--- src/rtl/scytale_pkg.sv ---
// Shared types and helpers for the scytale cipher engine.
package scytale_pkg;

  typedef enum logic [1:0] {
    ST_IDLE = 2'd0,
    ST_EMIT = 2'd1,
    ST_DONE = 2'd2
  } state_t;

  localparam logic MODE_DECRYPT = 1'b0;
  localparam logic MODE_ENCRYPT = 1'b1;

  function automatic int idx_width(input int max_chars);
    return $clog2(max_chars + 1);
  endfunction

endpackage

--- src/rtl/scytale_addr_gen.sv ---
// Read-address walker: visits k = start, start+S, ... then moves to the next start column.
module scytale_addr_gen
  import scytale_pkg::*;
#(
  parameter int IW        = 6,
  parameter int KEY_WIDTH = 8
) (
  input  logic                 clk,
  input  logic                 rst,
  input  logic [IW-1:0]        n_i,
  input  logic [KEY_WIDTH-1:0] stride_i,
  input  logic                 advance_i,
  input  logic                 load_i,
  output logic [IW-1:0]        k_o,
  output logic                 last_o
);

  // One bit wider than either operand so k+S never wraps.
  localparam int CW = ((IW > KEY_WIDTH) ? IW : KEY_WIDTH) + 1;

  logic [IW-1:0] start_q, start_d;
  logic [IW-1:0] k_q, k_d;
  logic [CW-1:0] n_ext, s_ext, k_step, start_inc;
  logic          step_ok, next_col_ok;

  assign n_ext       = CW'(n_i);
  assign s_ext       = CW'(stride_i);
  assign k_step      = CW'(k_q) + s_ext;
  assign start_inc   = CW'(start_q) + CW'(1);
  assign step_ok     = (k_step < n_ext);
  assign next_col_ok = (start_inc < s_ext) && (start_inc < n_ext);
  assign last_o      = !step_ok && !next_col_ok;
  assign k_o         = k_q;

  always_comb begin
    start_d = start_q;
    k_d     = k_q;
    if (load_i) begin
      start_d = '0;
      k_d     = '0;
    end else if (advance_i) begin
      if (step_ok) begin
        k_d = k_step[IW-1:0];
      end else if (next_col_ok) begin
        start_d = start_inc[IW-1:0];
        k_d     = start_inc[IW-1:0];
      end
    end
  end

  always_ff @(posedge clk) begin
    if (rst) begin
      start_q <= '0;
      k_q     <= '0;
    end else begin
      start_q <= start_d;
      k_q     <= k_d;
    end
  end

endmodule

--- src/rtl/scytale_cipher_engine.sv ---
// Scytale engine: capture a message, emit it column-major (decrypt) or row-major (encrypt).
// Optional SCYTALE_KEY_CHECK_EN rejects messages whose length is not key_N*key_M (err_o).
module scytale_cipher_engine
  import scytale_pkg::*;
#(
  parameter int                 D_WIDTH       = 8,
  parameter int                 KEY_WIDTH     = 8,
  parameter int                 MAX_NOF_CHARS = 50,
  parameter logic [D_WIDTH-1:0] START_TOKEN   = 8'hFA
) (
  input  logic                 clk,
  input  logic                 rst,
  input  logic [D_WIDTH-1:0]   data_i,
  input  logic                 valid_i,
  output logic                 ready_o,
  input  logic                 mode_i,
  input  logic [KEY_WIDTH-1:0] key_N,
  input  logic [KEY_WIDTH-1:0] key_M,
  output logic                 busy,
  output logic [D_WIDTH-1:0]   data_o,
  output logic                 valid_o,
  input  logic                 ready_i,
  output logic                 done_o,
  output logic                 overflow_o,
  output state_t               state_dbg_o
`ifdef SCYTALE_KEY_CHECK_EN
  ,
  output logic                 err_o
`endif
);

  // Handshakes: a beat transfers on a rising edge where valid and ready are both high;
  // data is held stable while valid is high and ready is low.

  localparam int IW = idx_width(MAX_NOF_CHARS);

  state_t               state_q;
  logic [D_WIDTH-1:0]   buf_q [MAX_NOF_CHARS];
  logic [IW-1:0]        n_q;
  logic [KEY_WIDTH-1:0] stride_q;
  logic                 busy_q, valid_q, done_q, ovf_q, cap_ovf_q;
  logic [KEY_WIDTH-1:0] stride_sel;
  logic                 token_w, advance_w, load_w, empty_w, last_w;
  logic [IW-1:0]        k_w;

  assign stride_sel = (mode_i == MODE_ENCRYPT) ? key_M : key_N;
  assign token_w    = (state_q == ST_IDLE) && valid_i && (data_i == START_TOKEN);
  assign advance_w  = (state_q == ST_EMIT) && ready_i;
  assign load_w     = token_w || (state_q == ST_DONE);

`ifdef SCYTALE_KEY_CHECK_EN
  localparam int PW = ((2 * KEY_WIDTH) > IW) ? (2 * KEY_WIDTH) : IW;
  logic [PW-1:0] key_prod;
  logic          key_bad;
  logic          err_q;
  assign key_prod = PW'(key_N) * PW'(key_M);
  assign key_bad  = (PW'(n_q) != key_prod) || (key_N == '0) || (key_M == '0);
  assign empty_w  = (n_q == '0) || (stride_sel == '0) || key_bad;
  assign err_o    = err_q;
`else
  assign empty_w  = (n_q == '0) || (stride_sel == '0);
`endif

  scytale_addr_gen #(
    .IW        (IW),
    .KEY_WIDTH (KEY_WIDTH)
  ) u_addr_gen (
    .clk       (clk),
    .rst       (rst),
    .n_i       (n_q),
    .stride_i  (stride_q),
    .advance_i (advance_w),
    .load_i    (load_w),
    .k_o       (k_w),
    .last_o    (last_w)
  );

  assign ready_o     = (state_q == ST_IDLE);
  assign busy        = busy_q;
  assign valid_o     = valid_q;
  assign data_o      = valid_q ? buf_q[k_w] : '0;
  assign done_o      = done_q;
  assign overflow_o  = ovf_q;
  assign state_dbg_o = state_q;

  always_ff @(posedge clk) begin
    if (rst) begin
      state_q   <= ST_IDLE;
      n_q       <= '0;
      stride_q  <= '0;
      busy_q    <= 1'b0;
      valid_q   <= 1'b0;
      done_q    <= 1'b0;
      ovf_q     <= 1'b0;
      cap_ovf_q <= 1'b0;
`ifdef SCYTALE_KEY_CHECK_EN
      err_q     <= 1'b0;
`endif
      for (int i = 0; i < MAX_NOF_CHARS; i++) buf_q[i] <= '0;
    end else begin
      case (state_q)
        ST_IDLE: begin
          if (valid_i) begin
            if (data_i == START_TOKEN) begin
              stride_q <= stride_sel;
              // A token clears the sticky flag unless this very message overflowed.
              ovf_q    <= cap_ovf_q;
              if (empty_w) begin
                state_q <= ST_DONE;
                done_q  <= 1'b1;
`ifdef SCYTALE_KEY_CHECK_EN
                err_q   <= key_bad;
`endif
              end else begin
                state_q <= ST_EMIT;
                busy_q  <= 1'b1;
                valid_q <= 1'b1;
              end
            end else if (n_q == IW'(MAX_NOF_CHARS)) begin
              ovf_q     <= 1'b1;
              cap_ovf_q <= 1'b1;
            end else begin
              buf_q[n_q] <= data_i;
              n_q        <= n_q + IW'(1);
            end
          end
        end
        ST_EMIT: begin
          if (ready_i && last_w) begin
            state_q <= ST_DONE;
            busy_q  <= 1'b0;
            valid_q <= 1'b0;
            done_q  <= 1'b1;
          end
        end
        ST_DONE: begin
          state_q   <= ST_IDLE;
          done_q    <= 1'b0;
          n_q       <= '0;
          cap_ovf_q <= 1'b0;
`ifdef SCYTALE_KEY_CHECK_EN
          err_q     <= 1'b0;
`endif
        end
        default: state_q <= ST_IDLE;
      endcase
    end
  end

endmodule

--- config.mk ---
export PLATFORM = sky130hd
export DESIGN_NAME = scytale_cipher_engine
export DESIGN_NICKNAME = d
export VERILOG_FILES = /design/src/rtl/scytale_pkg.sv /design/src/rtl/scytale_addr_gen.sv /design/src/rtl/scytale_cipher_engine.sv
export SDC_FILE = /design/constraint.sdc
export NUM_CORES = 1
export LEC_CHECK = 0
export CORE_UTILIZATION = 57
export DETAILED_ROUTE_END_ITERATION = 8
export PLACE_DENSITY = 0.78
export SLEW_MARGIN = 20
export SYNTH_ARGS = -nofsm -noshare
export SYNTH_HDL_FRONTEND = slang
export SYNTH_HIERARCHICAL = 1
export SYNTH_SLANG_ARGS = --single-unit
--- constraint.sdc ---
create_clock -name clk -period 3.21 [get_ports clk]
set_input_delay 0.4815 -clock clk [delete_from_list [all_inputs] [get_ports clk]]
set_output_delay 0.4815 -clock clk [all_outputs]
set_load 0.05 [all_outputs]
==> flow_summary.ini, run 1 <==
[grt]
grt_max_degree = 65
grt_pass1_vias = 15900
gr-total-overflow = 0
antenna_found_initial = 1
grt_pass1_wl_um = 99800
grt_usage = 0.294

[clock_tree]
cts_buffer_depth = 3
cts_root_buf = clkbuf_16
htree_num_levels = 2
clk_pin_slew_ps = 60
clk-insertion-delay-late_ps = 620
ctsHoldBuffers = 0
cts_tree = done
cts_num_sinks = 544
cts_made_buffers = 54

[yosys]
synth-main-ff-cell = edfxtp_1
synthArstFlopShare = 0
synth_edf_count = 512
syn_nets = 1740
synth-seq-cells = 544
synth_commonest_cells = edfxtp_1, and2_1, mux4_2
synth_cells = 1684
yosys.area.top_type = edfxtp_1
yosysWarnings = 6
synth_area_um2 = 25600
ys_types = 74
synth_top_area_share = 0.600
synth_most_common_cell = edfxtp_1
synth_area_leaders = edfxtp_1, mux4_2, and2_1
ys_seq_area_frac = 0.625
avgSynthCellArea_um2 = 15.2

[worst_setup_path]
worst_ep_arrival_time_ps = 3130
critPathLaunchType = register
r2r_start = u_addr_gen/k_o[0]$_SDFFE_PP0P_
crit_required_ps = 2730
rr_endpoint = valid_o$_SDFFE_PP0P_
end_kind = primary output
r2r_slack_ps = -260
r2r_cells = 16
worstPathMaxFanout = 11
critical_path_class = register to primary output

[drt]
drt_iter0_markers = 1956
drc = 0
drt_pass1_iterations = 6
wl_um = 66700
via_count = 15700
wl_per_cell_um = 26.8
ant_nets = 0
vias_per_cell = 6.33

[placed_design]
dpl_worst_slack_ps = -232
dp.cells = 2329
gp_congestion = 0.878
place_hpwl_um = 38900
io_buffers = 43

[finish]
drive_gt1_frac = 0.306
fin_cells = 2485
area_growth_pct = 18.6
fill_cells = 2894
fin_nets = 1904
final_util = 0.686

[floorplanning]
initial_core_util = 0.578
die_w_um = 214
rows = 77
die_h_um = 214
pin_count = 44
core-area_um2 = 44300
die_area_um2 = 45800

[sta]
rsz0062_at_grt = yes
holdWs_ps = 349
tightest_slew_ps = 838
maxSlewHeadroom = 0.440
clock_skew_ps = 28.3
fin_crit_sh = 1.13
setup_tns_ps = -4970
final_hold_viol_count = 0
finalMaxSlewViolations = 0
fmax_ghz = 0.277
setup_viol = 24
finalCriticalPeriod_ps = 3610
setup_ws_ps = -403

[power]
leakagePower_nw = 10.7
vdd_drop_max_mv = 0.391
powerDensity_nw_per_um2 = 489

[run_status]
status = finished, violations left
violations = setup timing

[hold_path]
hold_start = rst
whs_endpoint = n_q[3]$_SDFFE_PP0P_
hold_path_depth = 4
worst_hold_path_type = input pin to register

[flow_run]
max_cap_violations = 0
-- layout make-up --
cell class | instances | area, um2 | share of cell area
Clock inverter | 30 | 288 | 0.00947
Timing Repair Buffer | 223 | 2340 | 0.0769
Antenna cell | 1 | 2.50 | 0.0000823
Clock buffer | 70 | 1410 | 0.0464
Tap cell | 592 | 741 | 0.0244
Sequential cell | 544 | 16000 | 0.527
Inverter | 23 | 90.1 | 0.00296
Multi-Input combinational cell | 1002 | 9490 | 0.312
-- timing repair --
action	4_1_cts	5_1_grt
setup buffers	27	21
cloned	12	1
pin swaps	23	31
setup endpoints to repair	24	24
resized for setup	75	52
-- worst max path at each step --
stage | start | endpoint | slack [ps]
2_1_floorplan | u_addr_gen/k_o[0]$_SDFFE_PP0P_ | valid_o$_SDFFE_PP0P_ | -220
3_3_place_gp | u_addr_gen/k_o[0]$_SDFFE_PP0P_ | valid_o$_SDFFE_PP0P_ | -190
5_1_grt | u_addr_gen/k_o[0]$_SDFFE_PP0P_ | data_o[6] | -420
3_5_place_dp | u_addr_gen/k_o[0]$_SDFFE_PP0P_ | valid_o$_SDFFE_PP0P_ | -230
4_1_cts | u_addr_gen/k_o[1]$_SDFFE_PP0P_ | data_o[6] | -300
6_report | u_addr_gen/k_o[0]$_SDFFE_PP0P_ | data_o[6] | -400
-- sequential cells by signal, summed over array words and instances, names as in the netlist --
name and flops:
valid_o 1, done_o 1, u_addr_gen/k_o 6, state_dbg_o 2, cap_ovf_q 1, stride_q 8, overflow_o 1, n_q 6
buf_q 512, u_addr_gen/start_q 6
-- layer usage --
metal / track usage / wire length, um / vias to the layer above / part of all wire
met5: 0 / 0 / - / 0
met4: 0.106 / 2600 / 0 / 0.039
met3: 0.0586 / 7500 / 162 / 0.11
met2: 0.471 / 32000 / 1004 / 0.48
met1: 0.403 / 24600 / 7873 / 0.37
li1: - / - / 6695 / -
-- through the flow --
step / power, W / area (um2)
5_1_grt: 0.0152 / 30400
3_3_place_gp: 0.00874 / 27300
6_report: 0.0149 / 30400
3_5_place_dp: 0.00877 / 27300
2_1_floorplan: 0.00848 / 25700
4_1_cts: 0.0149 / 30000
-- where the power goes --
part / total (W) / internal [W] / switching [W] / leakage (nW)
Clock: 0.00620 / 0.00350 / 0.00270 / 0.811
Sequential: 0.00800 / 0.00793 / 0.0000640 / 5.34
Combinational: 0.000670 / 0.000231 / 0.000439 / 4.53
-- critical path, stage by stage (launching register included) --
cell       delay (ps)
dfxtp_4           370
buf_12            160
buf_4             120
bufbuf_16         290
mux4_2            580
mux2i_1           200
a21oi_1           120
o211ai_1          240
o31ai_2           210
buf_6             200
-- placed cells by master (no fill, tap or decap), types with 14 or more instances in the layout --
cell type and instances:
a21oi_1 25, inv_1 20, dfxtp_1 29, and2_1 401, or2_2 47, nor3_1 25
nor3_2 40, ha_1 23, nand2_1 32, edfxtp_1 512, mux4_2 134, mux2i_1 39
clkdlybuf4s50_1 26, buf_12 18, buf_4 139, buf_6 14, clkbuf_1 16, nor2_1 33
clkbuf_16 57
-- cell families after synthesis --
family / Yosys count / share of synthesized area
AOI/OAI and AO/OA: 122 / 0.0328
xor gates and xnor gates: 12 / 0.00410
adders and majority gates: 27 / 0.0135
buffers and inverters: 139 / 0.0241
DFF: 544 / 0.625
muxes: 197 / 0.143
and+or+nand+nor: 643 / 0.158
Power figures use the tool's default switching activity.
==> run 2, diff against run 1 <==
- CAP_MARGIN: not set -> 30
- CORE_UTILIZATION: 57 -> 68
- MAX_ROUTING_LAYER: not set -> met4
- PLACE_DENSITY: 0.78 -> 0.87
- clock period: 3.21 -> 4.3 ns (I/O delays scaled with it)
==> flow_summary.ini, run 2 (synthesis results as in run 1) <==
[grt]
grt_usage = 0.351
grt_pass1_vias = 15300
antenna_found_initial = 0
gr-total-overflow = 0
grt_pass1_wl_um = 95500
grt_max_degree = 81

[worst_setup_path]
crit_required_ps = 3650
r2r_start = u_addr_gen/k_o[1]$_SDFFE_PP0P_
end_kind = primary output
crit_path_end = data_o[6]
r2r_cells = 16
worst_ep_arrival_time_ps = 3560
cp-startpoint = u_addr_gen/k_o[1]$_SDFFE_PP0P_
worstPathMaxFanout = 14
r2r_slack_ps = 490
rr_endpoint = valid_o$_SDFFE_PP0P_
critPathLaunchType = register
critical_path_class = register to primary output

[power]
combPwrFrac = 0.041
sw_frac_of_total = 0.210
power_w = 0.0112
clock_power_share = 0.426
switchingPower_w = 0.00236
vdd_drop_max_mv = 0.318
powerDensity_nw_per_um2 = 396
leakagePower_nw = 9.84
p_int_w = 0.00888
power_frac_seq = 0.533

[clock_tree]
cts_root_buf = clkbuf_16
htree_num_levels = 2
clk-insertion-delay-late_ps = 590
cts_tree = done
cts_buffer_depth = 3
cts_made_buffers = 52
cts_num_sinks = 544
clk_pin_slew_ps = 60
ctsHoldBuffers = 0

[sta]
finalCriticalPeriod_ps = 4210
clock_skew_ps = 18.1
rsz0062_at_grt = no
setup_tns_ps = 0
tightest_slew_ps = 924
finalMaxSlewViolations = 0
setup_viol = 0
final_hold_viol_count = 0
fin_crit_sh = 0.978
fmax_ghz = 0.238
maxSlewHeadroom = 0.379

[drt]
vias_per_cell = 6.77
wl_per_cell_um = 27.8
drt_iter0_markers = 1819
wl_um = 63000
ant_nets = 0
drt_pass1_iterations = 5
drc = 0
via_count = 15300

[finish]
mostFrequentLayoutCell = edfxtp_1
area_growth_pct = 10.8
fin_nets = 1777
largest_reg_flops = 512
antenna_cells = 0
largestRegisters = buf_q: 512 flops, stride_q: 8 flops
top_register = buf_q
drive_gt1_frac = 0.228
final_cell_mix = edfxtp_1, and2_1, mux4_2, mux2i_1, clkbuf_16

[hold_path]
worst_hold_path_type = register to register

[run_status]
status = completed

[floorplanning]
core-area_um2 = 36900
die_area_um2 = 38500
die_w_um = 196
die_h_um = 196
pin_count = 44
initial_core_util = 0.695
rows = 70

[flow_run]
max_cap_violations = 0

[placed_design]
gp_congestion = 0.967
io_buffers = 43
place_hpwl_um = 38800
-- run 2: cell count changes in the layout (fill, tap and decap cells not counted), moves of 6 or more --
cell	before	now
a21oi_1	25	32
buf_12	18	5
buf_16	12	0
buf_4	139	51
buf_6	14	2
mux2i_1	39	54
mux2i_2	6	0
mux2i_4	9	0
-- run 2: worst min-delay path by stage --
| stage | start | end | slack, ps | cells past startpoint |
|---|---|---|---|---|
| after detailed placement | cap_ovf_q$_SDFFE_PP0P_ | cap_ovf_q$_SDFFE_PP0P_ | 450 | 2 |
| after global placement | cap_ovf_q$_SDFFE_PP0P_ | cap_ovf_q$_SDFFE_PP0P_ | 450 | 2 |
| final | cap_ovf_q$_SDFFE_PP0P_ | cap_ovf_q$_SDFFE_PP0P_ | 460 | 2 |
| after floorplan | cap_ovf_q$_SDFFE_PP0P_ | cap_ovf_q$_SDFFE_PP0P_ | 440 | 2 |
| after CTS | cap_ovf_q$_SDFFE_PP0P_ | cap_ovf_q$_SDFFE_PP0P_ | 460 | 2 |
| after global routing | data_i[6] | buf_q[30][6]$_SDFFCE_PN0P_ | 470 | 2 |
-- run 2: final cells by class --
| type | count | area (um2) |
|---|---|---|
| fill | 1970 | 8490 |
| tap | 504 | 631 |
| sequential | 544 | 16000 |
| inverter | 23 | 86.3 |
| timing repair buffer | 99 | 867 |
| clock buffer | 64 | 1370 |
| multi-input combinational | 1001 | 9010 |
| clock inverter | 33 | 399 |
-- run 2: stage by stage --
stage / hold slack (ps) / cells / area [um2] / utilization / worst slack, ps
3_5_place_dp: 453 / 2168 / 26600 / 0.721 / 525
6_report: 462 / 2268 / 28400 / 0.770 / 92.6
5_1_grt: 474 / 2268 / 28400 / 0.770 / 30.7
2_1_floorplan: 437 / 1684 / 25600 / - / 771
4_1_cts: 461 / 2266 / 28400 / 0.769 / 7.63
3_3_place_gp: 447 / 2168 / 26600 / 0.721 / 548
-- run 2: power groups by stage --
stage / Combinational [W] / Sequential [W] / Clock, W
2_1_floorplan: 0.000268 / 0.00606 / 0
3_3_place_gp: 0.000434 / 0.00608 / 0
3_5_place_dp: 0.000448 / 0.00609 / 0
4_1_cts: 0.000454 / 0.00598 / 0.00478
5_1_grt: 0.000482 / 0.00599 / 0.00498
6_report: 0.000462 / 0.00598 / 0.00479
-- run 2: metal layers --
| layer | global-route usage | wire [um] | part of all wire |
|---|---|---|---|
| met5 | - | 0 | 0 |
| met1 | 0.473 | 22600 | 0.36 |
| met3 | 0.0660 | 7640 | 0.12 |
| met4 | 0.120 | 2210 | 0.035 |
| met2 | 0.546 | 30500 | 0.48 |
-- run 2: critical path: stages (launching register included) --
cell	delay [ps]
dfxtp_4	580
buf_4	320
mux4_2	560
mux2i_1	430
a22o_1	250
o31ai_1	110
clkdlybuf4s50_1	730
-- run 2: repair_timing --
item | CTS | global route
buffers inserted | 1 | 0
setup endpoints to repair | 3 | 4
resized for setup | 1 | 4
